## src/rtl/nmea_pkg.sv

```systemverilog
// Shared constants, state encoding and hex decoding for the NMEA sentence capture block.
package nmea_pkg;

    localparam logic [7:0] ASCII_DOLLAR = 8'h24;
    localparam logic [7:0] ASCII_STAR   = 8'h2A;
    localparam logic [7:0] ASCII_CR     = 8'h0D;
    localparam logic [7:0] ASCII_LF     = 8'h0A;
    localparam logic [7:0] ASCII_SPACE  = 8'h20;

    localparam int unsigned TAG_LEN = 5;

    localparam logic [1:0] ERR_NONE      = 2'b00;
    localparam logic [1:0] ERR_CHECKSUM  = 2'b01;
    localparam logic [1:0] ERR_OVERFLOW  = 2'b10;
    localparam logic [1:0] ERR_MALFORMED = 2'b11;

    typedef enum logic [2:0] {
        ST_IDLE,
        ST_TAG,
        ST_BODY,
        ST_CK_HI,
        ST_CK_LO
    } state_t;

    typedef struct packed {
        logic       valid;
        logic [3:0] nibble;
    } hex_t;

    // Decode one ASCII hex digit (0-9, A-F, a-f); valid=0 for anything else.
    function automatic hex_t hex_to_nibble(input logic [7:0] c);
        hex_t h;
        h.valid  = 1'b1;
        h.nibble = 4'h0;
        if (c >= 8'h30 && c <= 8'h39) begin
            h.nibble = 4'(c - 8'h30);
        end else if (c >= 8'h41 && c <= 8'h46) begin
            h.nibble = 4'(c - 8'h37);
        end else if (c >= 8'h61 && c <= 8'h66) begin
            h.nibble = 4'(c - 8'h57);
        end else begin
            h.valid = 1'b0;
        end
        return h;
    endfunction

endpackage

```

## src/rtl/nmea_frame_ram.sv

```systemverilog
// Double-buffered sentence store: byte writes into the hidden bank, padded word reads
// from the displayed bank.
module nmea_frame_ram
    import nmea_pkg::*;
#(
    parameter int unsigned DEPTH      = 64,
    parameter int unsigned WORD_BYTES = 4
) (
    input  logic                                clk,
    input  logic                                reset,
    input  logic                                disp_bank,
    input  logic [$clog2(DEPTH):0]              frame_len,
    input  logic                                wr_en,
    input  logic [$clog2(DEPTH)-1:0]            wr_addr,
    input  logic [7:0]                          wr_data,
    input  logic [$clog2(DEPTH/WORD_BYTES)-1:0] rd_addr,
    output logic [8*WORD_BYTES-1:0]             rd_data
);

    localparam int unsigned AW = $clog2(DEPTH);
    localparam int unsigned LW = AW + 1;

    logic [7:0]             bank0 [DEPTH];
    logic [7:0]             bank1 [DEPTH];
    logic [LW-1:0]          byte_idx;
    logic [8*WORD_BYTES-1:0] rd_word_c;

    // Writes always land in the bank that is not on display; contents survive reset.
    always_ff @(posedge clk) begin
        if (wr_en) begin
            if (disp_bank) begin
                bank0[wr_addr] <= wr_data;
            end else begin
                bank1[wr_addr] <= wr_data;
            end
        end
    end

    // Bytes past the end of the displayed sentence read back as spaces.
    always_comb begin
        rd_word_c = '0;
        byte_idx  = '0;
        for (int unsigned k = 0; k < WORD_BYTES; k++) begin
            byte_idx = LW'(rd_addr) * LW'(WORD_BYTES) + LW'(k);
            if (byte_idx < frame_len) begin
                rd_word_c[8*k +: 8] = disp_bank ? bank1[byte_idx[AW-1:0]]
                                                : bank0[byte_idx[AW-1:0]];
            end else begin
                rd_word_c[8*k +: 8] = ASCII_SPACE;
            end
        end
    end

    always_ff @(posedge clk or posedge reset) begin
        if (reset) begin
            rd_data <= '0;
        end else begin
            rd_data <= rd_word_c;
        end
    end

endmodule

```

## src/rtl/nmea_sentence_capture.sv

```systemverilog
// Captures one NMEA sentence type from a UART byte stream, verifies its checksum and
// publishes the last good sentence through a tear-free double buffer.
module nmea_sentence_capture
    import nmea_pkg::*;
#(
    parameter int unsigned DEPTH      = 64,
    parameter int unsigned WORD_BYTES = 4,
    parameter logic [39:0] TAG        = "GPRMC"
) (
    input  logic                                clk,
    input  logic                                reset,
    input  logic [7:0]                          data,
    input  logic                                data_valid,
    input  logic [$clog2(DEPTH/WORD_BYTES)-1:0] rd_addr,
    output logic [8*WORD_BYTES-1:0]             rd_data,
    output logic [$clog2(DEPTH):0]              frame_len,
    output logic                                frame_valid,
    output logic                                frame_stb,
    output logic                                err_stb,
    output logic [1:0]                          err_code
);

    localparam int unsigned AW = $clog2(DEPTH);
    localparam int unsigned LW = AW + 1;

    state_t        state, state_n;
    logic [LW-1:0] ptr, ptr_n;
    logic [7:0]    xor_acc, xor_n;
    logic [2:0]    tag_idx, tag_idx_n;
    logic [3:0]    ck_hi, ck_hi_n;
    logic          disp_bank, disp_bank_n;
    logic [LW-1:0] frame_len_n;
    logic          frame_valid_n;
    logic          frame_stb_n;
    logic          err_stb_n;
    logic [1:0]    err_code_n;

    logic [7:0]    tag_char_c;
    hex_t          hex_c;
    logic          ram_we_c;
    logic [AW-1:0] ram_waddr_c;
    logic [7:0]    ram_wdata_c;

    // Expected tag character for the current tag position, first char in the top byte.
    always_comb begin
        case (tag_idx)
            3'd0:    tag_char_c = TAG[39:32];
            3'd1:    tag_char_c = TAG[31:24];
            3'd2:    tag_char_c = TAG[23:16];
            3'd3:    tag_char_c = TAG[15:8];
            default: tag_char_c = TAG[7:0];
        endcase
    end

    always_comb begin
        state_n       = state;
        ptr_n         = ptr;
        xor_n         = xor_acc;
        tag_idx_n     = tag_idx;
        ck_hi_n       = ck_hi;
        disp_bank_n   = disp_bank;
        frame_len_n   = frame_len;
        frame_valid_n = frame_valid;
        frame_stb_n   = 1'b0;
        err_stb_n     = 1'b0;
        err_code_n    = err_code;
        ram_we_c      = 1'b0;
        ram_waddr_c   = ptr[AW-1:0];
        ram_wdata_c   = data;
        hex_c         = hex_to_nibble(data);

        if (data_valid) begin
            // A '$' anywhere starts a fresh sentence and silently drops a partial one.
            if (data == ASCII_DOLLAR) begin
                state_n   = ST_TAG;
                ptr_n     = '0;
                xor_n     = '0;
                tag_idx_n = '0;
            end else begin
                case (state)
                    ST_IDLE: begin
                        state_n = ST_IDLE;
                    end
                    ST_TAG: begin
                        if (data == tag_char_c) begin
                            ram_we_c  = 1'b1;
                            ptr_n     = ptr + LW'(1);
                            xor_n     = xor_acc ^ data;
                            tag_idx_n = tag_idx + 3'd1;
                            if (tag_idx == 3'(TAG_LEN - 1)) begin
                                state_n = ST_BODY;
                            end
                        end else begin
                            state_n = ST_IDLE;
                        end
                    end
                    ST_BODY: begin
                        if (data == ASCII_STAR) begin
                            state_n = ST_CK_HI;
                        end else if (data == ASCII_CR || data == ASCII_LF) begin
                            err_stb_n  = 1'b1;
                            err_code_n = ERR_MALFORMED;
                            state_n    = ST_IDLE;
                        end else if (ptr == LW'(DEPTH)) begin
                            err_stb_n  = 1'b1;
                            err_code_n = ERR_OVERFLOW;
                            state_n    = ST_IDLE;
                        end else begin
                            ram_we_c = 1'b1;
                            ptr_n    = ptr + LW'(1);
                            xor_n    = xor_acc ^ data;
                        end
                    end
                    ST_CK_HI: begin
                        if (hex_c.valid) begin
                            ck_hi_n = hex_c.nibble;
                            state_n = ST_CK_LO;
                        end else begin
                            err_stb_n  = 1'b1;
                            err_code_n = ERR_MALFORMED;
                            state_n    = ST_IDLE;
                        end
                    end
                    ST_CK_LO: begin
                        state_n = ST_IDLE;
                        if (!hex_c.valid) begin
                            err_stb_n  = 1'b1;
                            err_code_n = ERR_MALFORMED;
                        end else if ({ck_hi, hex_c.nibble} == xor_acc) begin
                            disp_bank_n   = ~disp_bank;
                            frame_len_n   = ptr;
                            frame_valid_n = 1'b1;
                            frame_stb_n   = 1'b1;
                        end else begin
                            err_stb_n  = 1'b1;
                            err_code_n = ERR_CHECKSUM;
                        end
                    end
                    default: begin
                        state_n = ST_IDLE;
                    end
                endcase
            end
        end
    end

    always_ff @(posedge clk or posedge reset) begin
        if (reset) begin
            state       <= ST_IDLE;
            ptr         <= '0;
            xor_acc     <= '0;
            tag_idx     <= '0;
            ck_hi       <= '0;
            disp_bank   <= 1'b0;
            frame_len   <= '0;
            frame_valid <= 1'b0;
            frame_stb   <= 1'b0;
            err_stb     <= 1'b0;
            err_code    <= ERR_NONE;
        end else begin
            state       <= state_n;
            ptr         <= ptr_n;
            xor_acc     <= xor_n;
            tag_idx     <= tag_idx_n;
            ck_hi       <= ck_hi_n;
            disp_bank   <= disp_bank_n;
            frame_len   <= frame_len_n;
            frame_valid <= frame_valid_n;
            frame_stb   <= frame_stb_n;
            err_stb     <= err_stb_n;
            err_code    <= err_code_n;
        end
    end

    nmea_frame_ram #(
        .DEPTH      (DEPTH),
        .WORD_BYTES (WORD_BYTES)
    ) u_ram (
        .clk       (clk),
        .reset     (reset),
        .disp_bank (disp_bank),
        .frame_len (frame_len),
        .wr_en     (ram_we_c),
        .wr_addr   (ram_waddr_c),
        .wr_data   (ram_wdata_c),
        .rd_addr   (rd_addr),
        .rd_data   (rd_data)
    );

endmodule

```

## config.mk

```make
export PLATFORM = sky130hd
export DESIGN_NAME = nmea_sentence_capture
export DESIGN_NICKNAME = d
export VERILOG_FILES = /design/src/rtl/nmea_pkg.sv /design/src/rtl/nmea_frame_ram.sv /design/src/rtl/nmea_sentence_capture.sv
export SDC_FILE = /design/constraint.sdc
export NUM_CORES = 1
export LEC_CHECK = 0
export CAP_MARGIN = 20
export CORE_MARGIN = 10
export CORE_UTILIZATION = 55
export CTS_CLUSTER_SIZE = 10
export DETAILED_ROUTE_END_ITERATION = 7
export PLACE_DENSITY = 0.82
export SKIP_LAST_GASP = 1
export SLEW_MARGIN = 20
export SYNTH_ARGS = -nofsm -noshare
export SYNTH_HDL_FRONTEND = slang
export SYNTH_HIERARCHICAL = 1
export SYNTH_SLANG_ARGS = --single-unit
```

## constraint.sdc

```tcl
create_clock -name clk -period 4.92 [get_ports clk]
set_input_delay 0.738 -clock clk [delete_from_list [all_inputs] [get_ports clk]]
set_output_delay 0.738 -clock clk [all_outputs]
set_load 0.01 [all_outputs]
```

## Word-level counts from Yosys, hierarchy flattened

Memory sizes are Yosys's and may differ from the RTL's.
Index checks and enable logic that the tools add are counted.

- Bits in registers: 70
- RAM bits: 1024
- Memories: 2

- $add $sub $neg: 8
- $lt $le $gt $ge: 10
- Equal/unequal tests: 25
- Multiplexer cells: 72
- Bitwise gates (word level): 3
- Reductions and logical operators: 15

Memories:

| name | depth | bits a word | read ports | clocked after memory_dff | wr ports | RTL line | text |
|---|---|---|---|---|---|---|---|
| u_ram.bank0 | 64 | 8 | 4 | 0 | 1 | nmea_frame_ram.sv:23 | `logic [7:0] bank0 [DEPTH];` |
| u_ram.bank1 | 64 | 8 | 4 | 0 | 1 | nmea_frame_ram.sv:24 | `logic [7:0] bank1 [DEPTH];` |

Operators by type and width:

| kind | number |
|---|---|
| 2-to-1 mux 8 bit | 13 |
| 2-to-1 mux 7 bit | 5 |
| 2-to-1 mux 3 bit | 10 |
| 2-to-1 mux 1 bit | 28 |
| < comparator 7 bit | 3 |
| case mux 5 bit (4 select lines) | 1 |
| inequality test 3 bit, second input constant | 6 |
| equality test 8 x 4 -> 1 bit, second input constant | 2 |
| equality test 8 x 6 -> 1 bit, second input constant | 2 |
| greater-or-equal comparator 8 x 7 -> 1 bit, second input constant | 2 |
| <= comparator 8 x 7 -> 1 bit, second input constant | 2 |
| case mux 8 bit (2 select lines) | 1 |
| adder 6 x 2 -> 7 bit, second input constant | 2 |
| case mux 7 bit (2 select lines) | 1 |
| equality test 3 x 2 -> 1 bit, second input constant | 4 |
| 2-to-1 mux 2 bit | 6 |
| 2-to-1 mux 4 bit | 3 |
| case mux 3 bit (3 select lines) | 1 |
| equality test 8 x 7 -> 1 bit | 1 |
| equality test 8 bit | 1 |
| greater-or-equal comparator 8 x 6 -> 1 bit, second input constant | 1 |
| <= comparator 8 x 6 -> 1 bit, second input constant | 1 |
| subtractor 4 x 3 -> 4 bit, second input constant | 2 |
| bitwise XOR 8 bit | 1 |
| other kinds (25) | 34 |

## Longest topological paths before layout

- Depth in word-level cells: 11
- Gate-level depth with buffers: 14
- Gate-level depth less buffers: 11

## Hierarchy

The synthesis kept the hierarchy.

Modules (own cells, without submodules):

| module | instances | cells each | area an instance (µm²) |
|---|---|---|---|
| nmea_frame_ram | 1 | 2104 | 41631.2 |
| nmea_sentence_capture | 1 | 246 | 2429.8 |

## Worst setup path after synthesis

Ideal clock, no wire load.

- Path kind: input port to flip-flop
- Start: input data[2]
- End: memory u_ram.bank0[56][0] (enable)
- Library setup time: 0.371 ns
- Arrival: 3.231 ns
- Slack: 1.319 ns
- Stages on the path: 11
- Path through: or4_1 o311a_1 a311o_1 and2_4 or2_0 buf_2 inv_2 and2_1 clkbuf_1 nand4_1 nor2_1

- Longest elaborated chain between the ends: 9
- Elaborated cells between the ends (all ways): 14

RTL lines:

| what | RTL line | text |
|---|---|---|
| start, declared | nmea_sentence_capture.sv:12 | `input logic [7:0] data,` |
| equality test 8 x 4 -> 1 bit | nmea_sentence_capture.sv:100 | `end else if (data == ASCII_CR \|\| data == ASCII_LF) begin` |
| logical OR 1 bit | nmea_sentence_capture.sv:100 |  |
| 2-to-1 mux 1 bit | nmea_sentence_capture.sv:100 |  |
| 2-to-1 mux 1 bit | nmea_sentence_capture.sv:98 | `if (data == ASCII_STAR) begin` |
| case mux 1 bit (2 select lines) | nmea_sentence_capture.sv:80 | `case (state)` |
| 2-to-1 mux 1 bit (*) | nmea_sentence_capture.sv:74 | `if (data == ASCII_DOLLAR) begin` |
| 2-to-1 mux 1 bit (*) | nmea_sentence_capture.sv:72 | `if (data_valid) begin` |
| via ram_we_c | nmea_sentence_capture.sv:40 | `logic ram_we_c;` |
| 2-to-1 mux 1 bit (*) | nmea_frame_ram.sv:30 | `if (wr_en) begin` |
| 2-to-1 mux 1 bit (not written as such) (*) | nmea_frame_ram.sv:32 | `bank0[wr_addr] <= wr_data;` |
| end, declared | nmea_frame_ram.sv:23 |  |

Mark *: on every way through the listed nets, which the timed path passes. The rest lies on a longest branch.

## Worst setup path after layout

- Start: register tag_idx[0]
- End: memory u_ram.bank0[16][6] (enable)

- Longest elaborated chain between the ends: 9
- Elaborated cells between the ends (all ways): 12

RTL lines:

| what | RTL line | text |
|---|---|---|
| start, declared | nmea_sentence_capture.sv:29 | `logic [2:0] tag_idx, tag_idx_n;` |
| start signal, assigned | nmea_sentence_capture.sv:164 | `tag_idx <= tag_idx_n;` |
| equality test 3 x 2 -> 1 bit, or another cell as far along | nmea_sentence_capture.sv:46 | `case (tag_idx)` |
| case mux 5 bit (4 select lines) (*) | nmea_sentence_capture.sv:46 |  |
| equality test 8 x 7 -> 1 bit (*) | nmea_sentence_capture.sv:85 | `if (data == tag_char_c) begin` |
| 2-to-1 mux 1 bit (*) | nmea_sentence_capture.sv:85 |  |
| case mux 1 bit (2 select lines) (*) | nmea_sentence_capture.sv:80 |  |
| 2-to-1 mux 1 bit (*) | nmea_sentence_capture.sv:74 |  |
| 2-to-1 mux 1 bit (*) | nmea_sentence_capture.sv:72 |  |
| via ram_we_c | nmea_sentence_capture.sv:40 |  |
| 2-to-1 mux 1 bit (*) | nmea_frame_ram.sv:30 |  |
| 2-to-1 mux 1 bit (not written as such) (*) | nmea_frame_ram.sv:32 |  |

Marks and branches as above.

==> results by group <==
Timing
  – Relative max-transition margin: 0.266
  – Total negative slack: 0 ns
  – Crit share post-route: 0.856
  – Hold Vio Cnt, Final: 0
  – Max Slew Vio Count: 0
  – Clock period minus worst slack: roughly 4.2 ns
  – Worst Skew: between 0.04 and 0.05 ns
  – Hold slack: around 0.39 ns
  – FMAX: ~240 MHz
  – RSZ-0062 raised after global routing: no
  – # setup viols final: 0
  – Least-Margin Pin Slew: 1.10 ns

Synthesis
  – Cell taking the most area after synthesis: edfxtp_1
  – Ys async rst share: 0.0640
  – Register bit total from synthesis: roughly 1100
  – Largest cells by area after synthesis: edfxtp_1 70%, mux2i_1 5.1%, mux4_1 4.4%
  – Commonest cells in the netlist: 1024 x edfxtp_1, 226 x mux2i_1, 136 x nor2_1
  – Area share of the largest cell type after synthesis: 0.698
  – Top-count cell post-synth: edfxtp_1
  – Syn Std Cell Area: between 40000 and 50000 um2
  – Net Count, Synth: between 2000 and 2500
  – Post-synthesis sequential area ratio: 0.738
  – Yosys Warn Count: 6
  – Primary FF master, synth: edfxtp_1
  – Avg Inst Size Synth: 18.7 um2
  – Post-synth EDFFs: ~1000
  – Post-synthesis cell type count: 75
  – Synthesized instance count: 2350

Worst setup path
  – Worst R2R End: u_ram/bank0[16][6]$_DFFE_PP_
  – WS Path Type: flop to flop
  – R2r startpoint: tag_idx[0]$_DFFE_PP0P_
  – Setup crit end: u_ram/bank0[16][6]$_DFFE_PP_
  – CP Capture Type: flop
  – Required time of the critical path: 5.25 ns
  – R2R Setup Slk: approximately 0.7 ns
  – Critical Path Source: tag_idx[0]$_DFFE_PP0P_
  – FF-to-FF path depth: 12
  – CP Data Arrival Time: 4.54 ns
  – Crit-path max FO: 22
  – Startpoint Class: flop

Detailed routing
  – Met1 wire length: 39600 um
  – Remaining antenna violation count: 0
  – Initial DRC count: about 3300
  – Top layer in use: met5
  – WL met3: roughly 12000 um
  – Routed length on met2: approximately 50000 um
  – Routed WL: between 100000 and 150000 um
  – DRC violations left: 0
  – Drt wl/cell: about 29 um
  – Vias per cell: between 6 and 7
  – Via count: 23860
  – First drt pass iteration count: 6

Placed design
  – Placed insts: roughly 3400
  – Placed inst area: 46100 um2
  – Final HPWL DP: between 60000 and 70000 um
  – Final GP Congestion: around 0.90
  – IO buf count: 58

Min path
  – Hold Startpoint: data[0]
  – Worst min-delay path category: input pin to flop

Final layout
  – Cell Count, Final, Fillers Out: between 3000 and 4000
  – Final core occ: 0.625
  – Non-Filler Cell Area, Final: 49500 um2
  – Share of cells above drive strength 1: 0.169
  – Register area: 32500 um2
  – Fillers: slightly above 5000
  – Area growth, synth to finish: 12.4%
  – Fin nets: 2529
  – Multi-input gate area: roughly 11000 um2

Die
  – Die width: between 300 and 400 um
  – Vert. Die Dim: roughly 300 um
  – Row cnt: a little over 100
  – Initial Util: 0.556
  – IO Pins: approximately 60
  – CORE AREA: approximately 80000 um2
  – Die Area: 91800 um2

Pwr
  – Switching Fraction: 0.210
  – Net Sw Power: between 4 and 5 mW
  – Int Pwr: about 15 mW
  – Sequential cell fraction of total power: 0.535
  – PD cells: just under 400 nW/um2
  – Clock power frac: 0.416
  – Worst VDD drop: 0.374 mV
  – Comb pwr share: 0.049
  – LEAKAGE: 16.7 nW

Job
  – Total of max-cap violations: 0

Global routing
  – Vias in the first global route: about 24000
  – Pin count of the biggest net entering global routing: around 110
  – Initial antenna violation count: 7
  – Grt total ovfl: 0
  – Total GRT Usage: 0.231
  – First-pass GRT wire length: between 150000 and 200000 um

Clocking
  – H-tree depth: 3
  – TritonCTS Buffers: 120
  – Clock slew at reported path FFs: around 0.060 ns
  – Clock Latency Late Sink: 0.71 ns
  – CTS tree: done
  – Maximum clock path buffer count: 3
  – Postcts setup bufs: 0
  – # hold bufs at CTS: 0
  – Clk sinks: 1094
  – Root Buffer: clkbuf_16
  – Post-cts sizing count: 0

Status
  – Status: finished clean
## routing by layer
metal / vias up / global-route usage
li1: 9850 / -
met1: 12042 / 0.314
met2: 1682 / 0.358
met3: 280 / 0.0597
met4: 6 / 0.0869
met5: - / 0
## flip-flops by register name (all words and copies together), names as in the netlist, 2 cells and up
| name | cells |
|---|---|
| ck_hi | 4 |
| err_code | 2 |
| frame_len | 7 |
| ptr | 7 |
| state | 3 |
| tag_idx | 3 |
| u_ram/bank0 | 512 |
| u_ram/bank1 | 512 |
| u_ram/rd_data | 32 |
| xor_acc | 8 |
## power by group through the flow
| stage | Combinational [mW] | Sequential (mW) | Clock, mW |
|---|---|---|---|
| floorplan | 0.502 | 10.4 | 0 |
| global placement | 0.894 | 10.4 | 0 |
| detailed placement | 0.918 | 10.4 | 0 |
| CTS | 0.925 | 10.2 | 8.04 |
| global route | 0.982 | 10.2 | 8.43 |
| finish | 0.934 | 10.2 | 7.96 |
## layout by cell type, fill, tap and decap left out, types with 4 or more instances in the layout
master and instances:
buf_4 115, or4_1 6, mux2_2 75, o21a_1 4, ha_1 16, or3b_2 6
mux4_1 73, or3_1 5, and4_1 4, nand3_1 83, xnor2_1 8, mux4_2 75
clkbuf_8 4, nand4_1 80, o311ai_0 5, nand2_1 28, buf_12 5, a22oi_1 101
inv_1 33, a22o_1 10, dfrtp_1 70, nor2b_1 14, nor3_1 7, nor2_1 135
edfxtp_1 1024, o21ai_0 10, nand2b_1 13, o211ai_1 16, nand3b_1 11, clkbuf_1 55
mux2i_1 226, a21oi_1 4, clkdlybuf4s50_1 47, clkbuf_16 121
## area by class of cell
cell class,instances,area share
Clock buffer,180,0.0664
Tap cell,1050,0.0265
Inverter,34,0.00258
Antenna cell,3,0.000152
Multi-Input combinational cell,1077,0.215
Timing Repair Buffer,171,0.0303
Sequential cell,1094,0.656
Clock inverter,8,0.00283
## cell families after synthesis
kind of cell             Yosys count  synth area share
flip-flops                      1094             0.738
multiplexers                     449             0.152
AND/OR/NAND/NOR                  421            0.0504
AO/OA/AOI/OAI                    181            0.0310
buffers and inverters            179            0.0218
adder cells (fa/ha/maj)           16           0.00454
XOR/XNOR                          10           0.00230
## worst min-delay path by stage
stage                                              end  depth (start not counted)  slack (ns)
after floorplan                 xor_acc[1]$_DFFE_PP0P_                          1        0.47
after detailed placement       frame_valid$_DFFE_PP0P_                          1        0.48
after global routing      u_ram/bank1[52][0]$_DFFE_PP_                          1        0.38
after global placement         frame_valid$_DFFE_PP0P_                          1        0.47
after CTS                 u_ram/bank1[24][0]$_DFFE_PP_                          1        0.36
final                     u_ram/bank1[24][0]$_DFFE_PP_                          1        0.39
## worst max-delay path, cell delays in order, from the launching register on
cell and delay, ns:
dfrtp_1 0.38, inv_1 0.09, ha_1 0.27, or4_1 0.53
o311a_1 0.13, a311o_1 0.35, and2_4 0.25, or2_0 0.25
inv_2 0.10, and2_1 0.32, nand3_1 0.29, buf_4 0.29
nor2_1 0.58
## metrics by stage
stage / setup slack (ns) / power (mW)
floorplan: 1.32 / 10.9
global placement: 0.676 / 11.3
detailed placement: 0.572 / 11.3
CTS: 0.762 / 19.2
global route: 0.474 / 19.6
finish: 0.707 / 19.1
(Power assumes the default switching activity.)
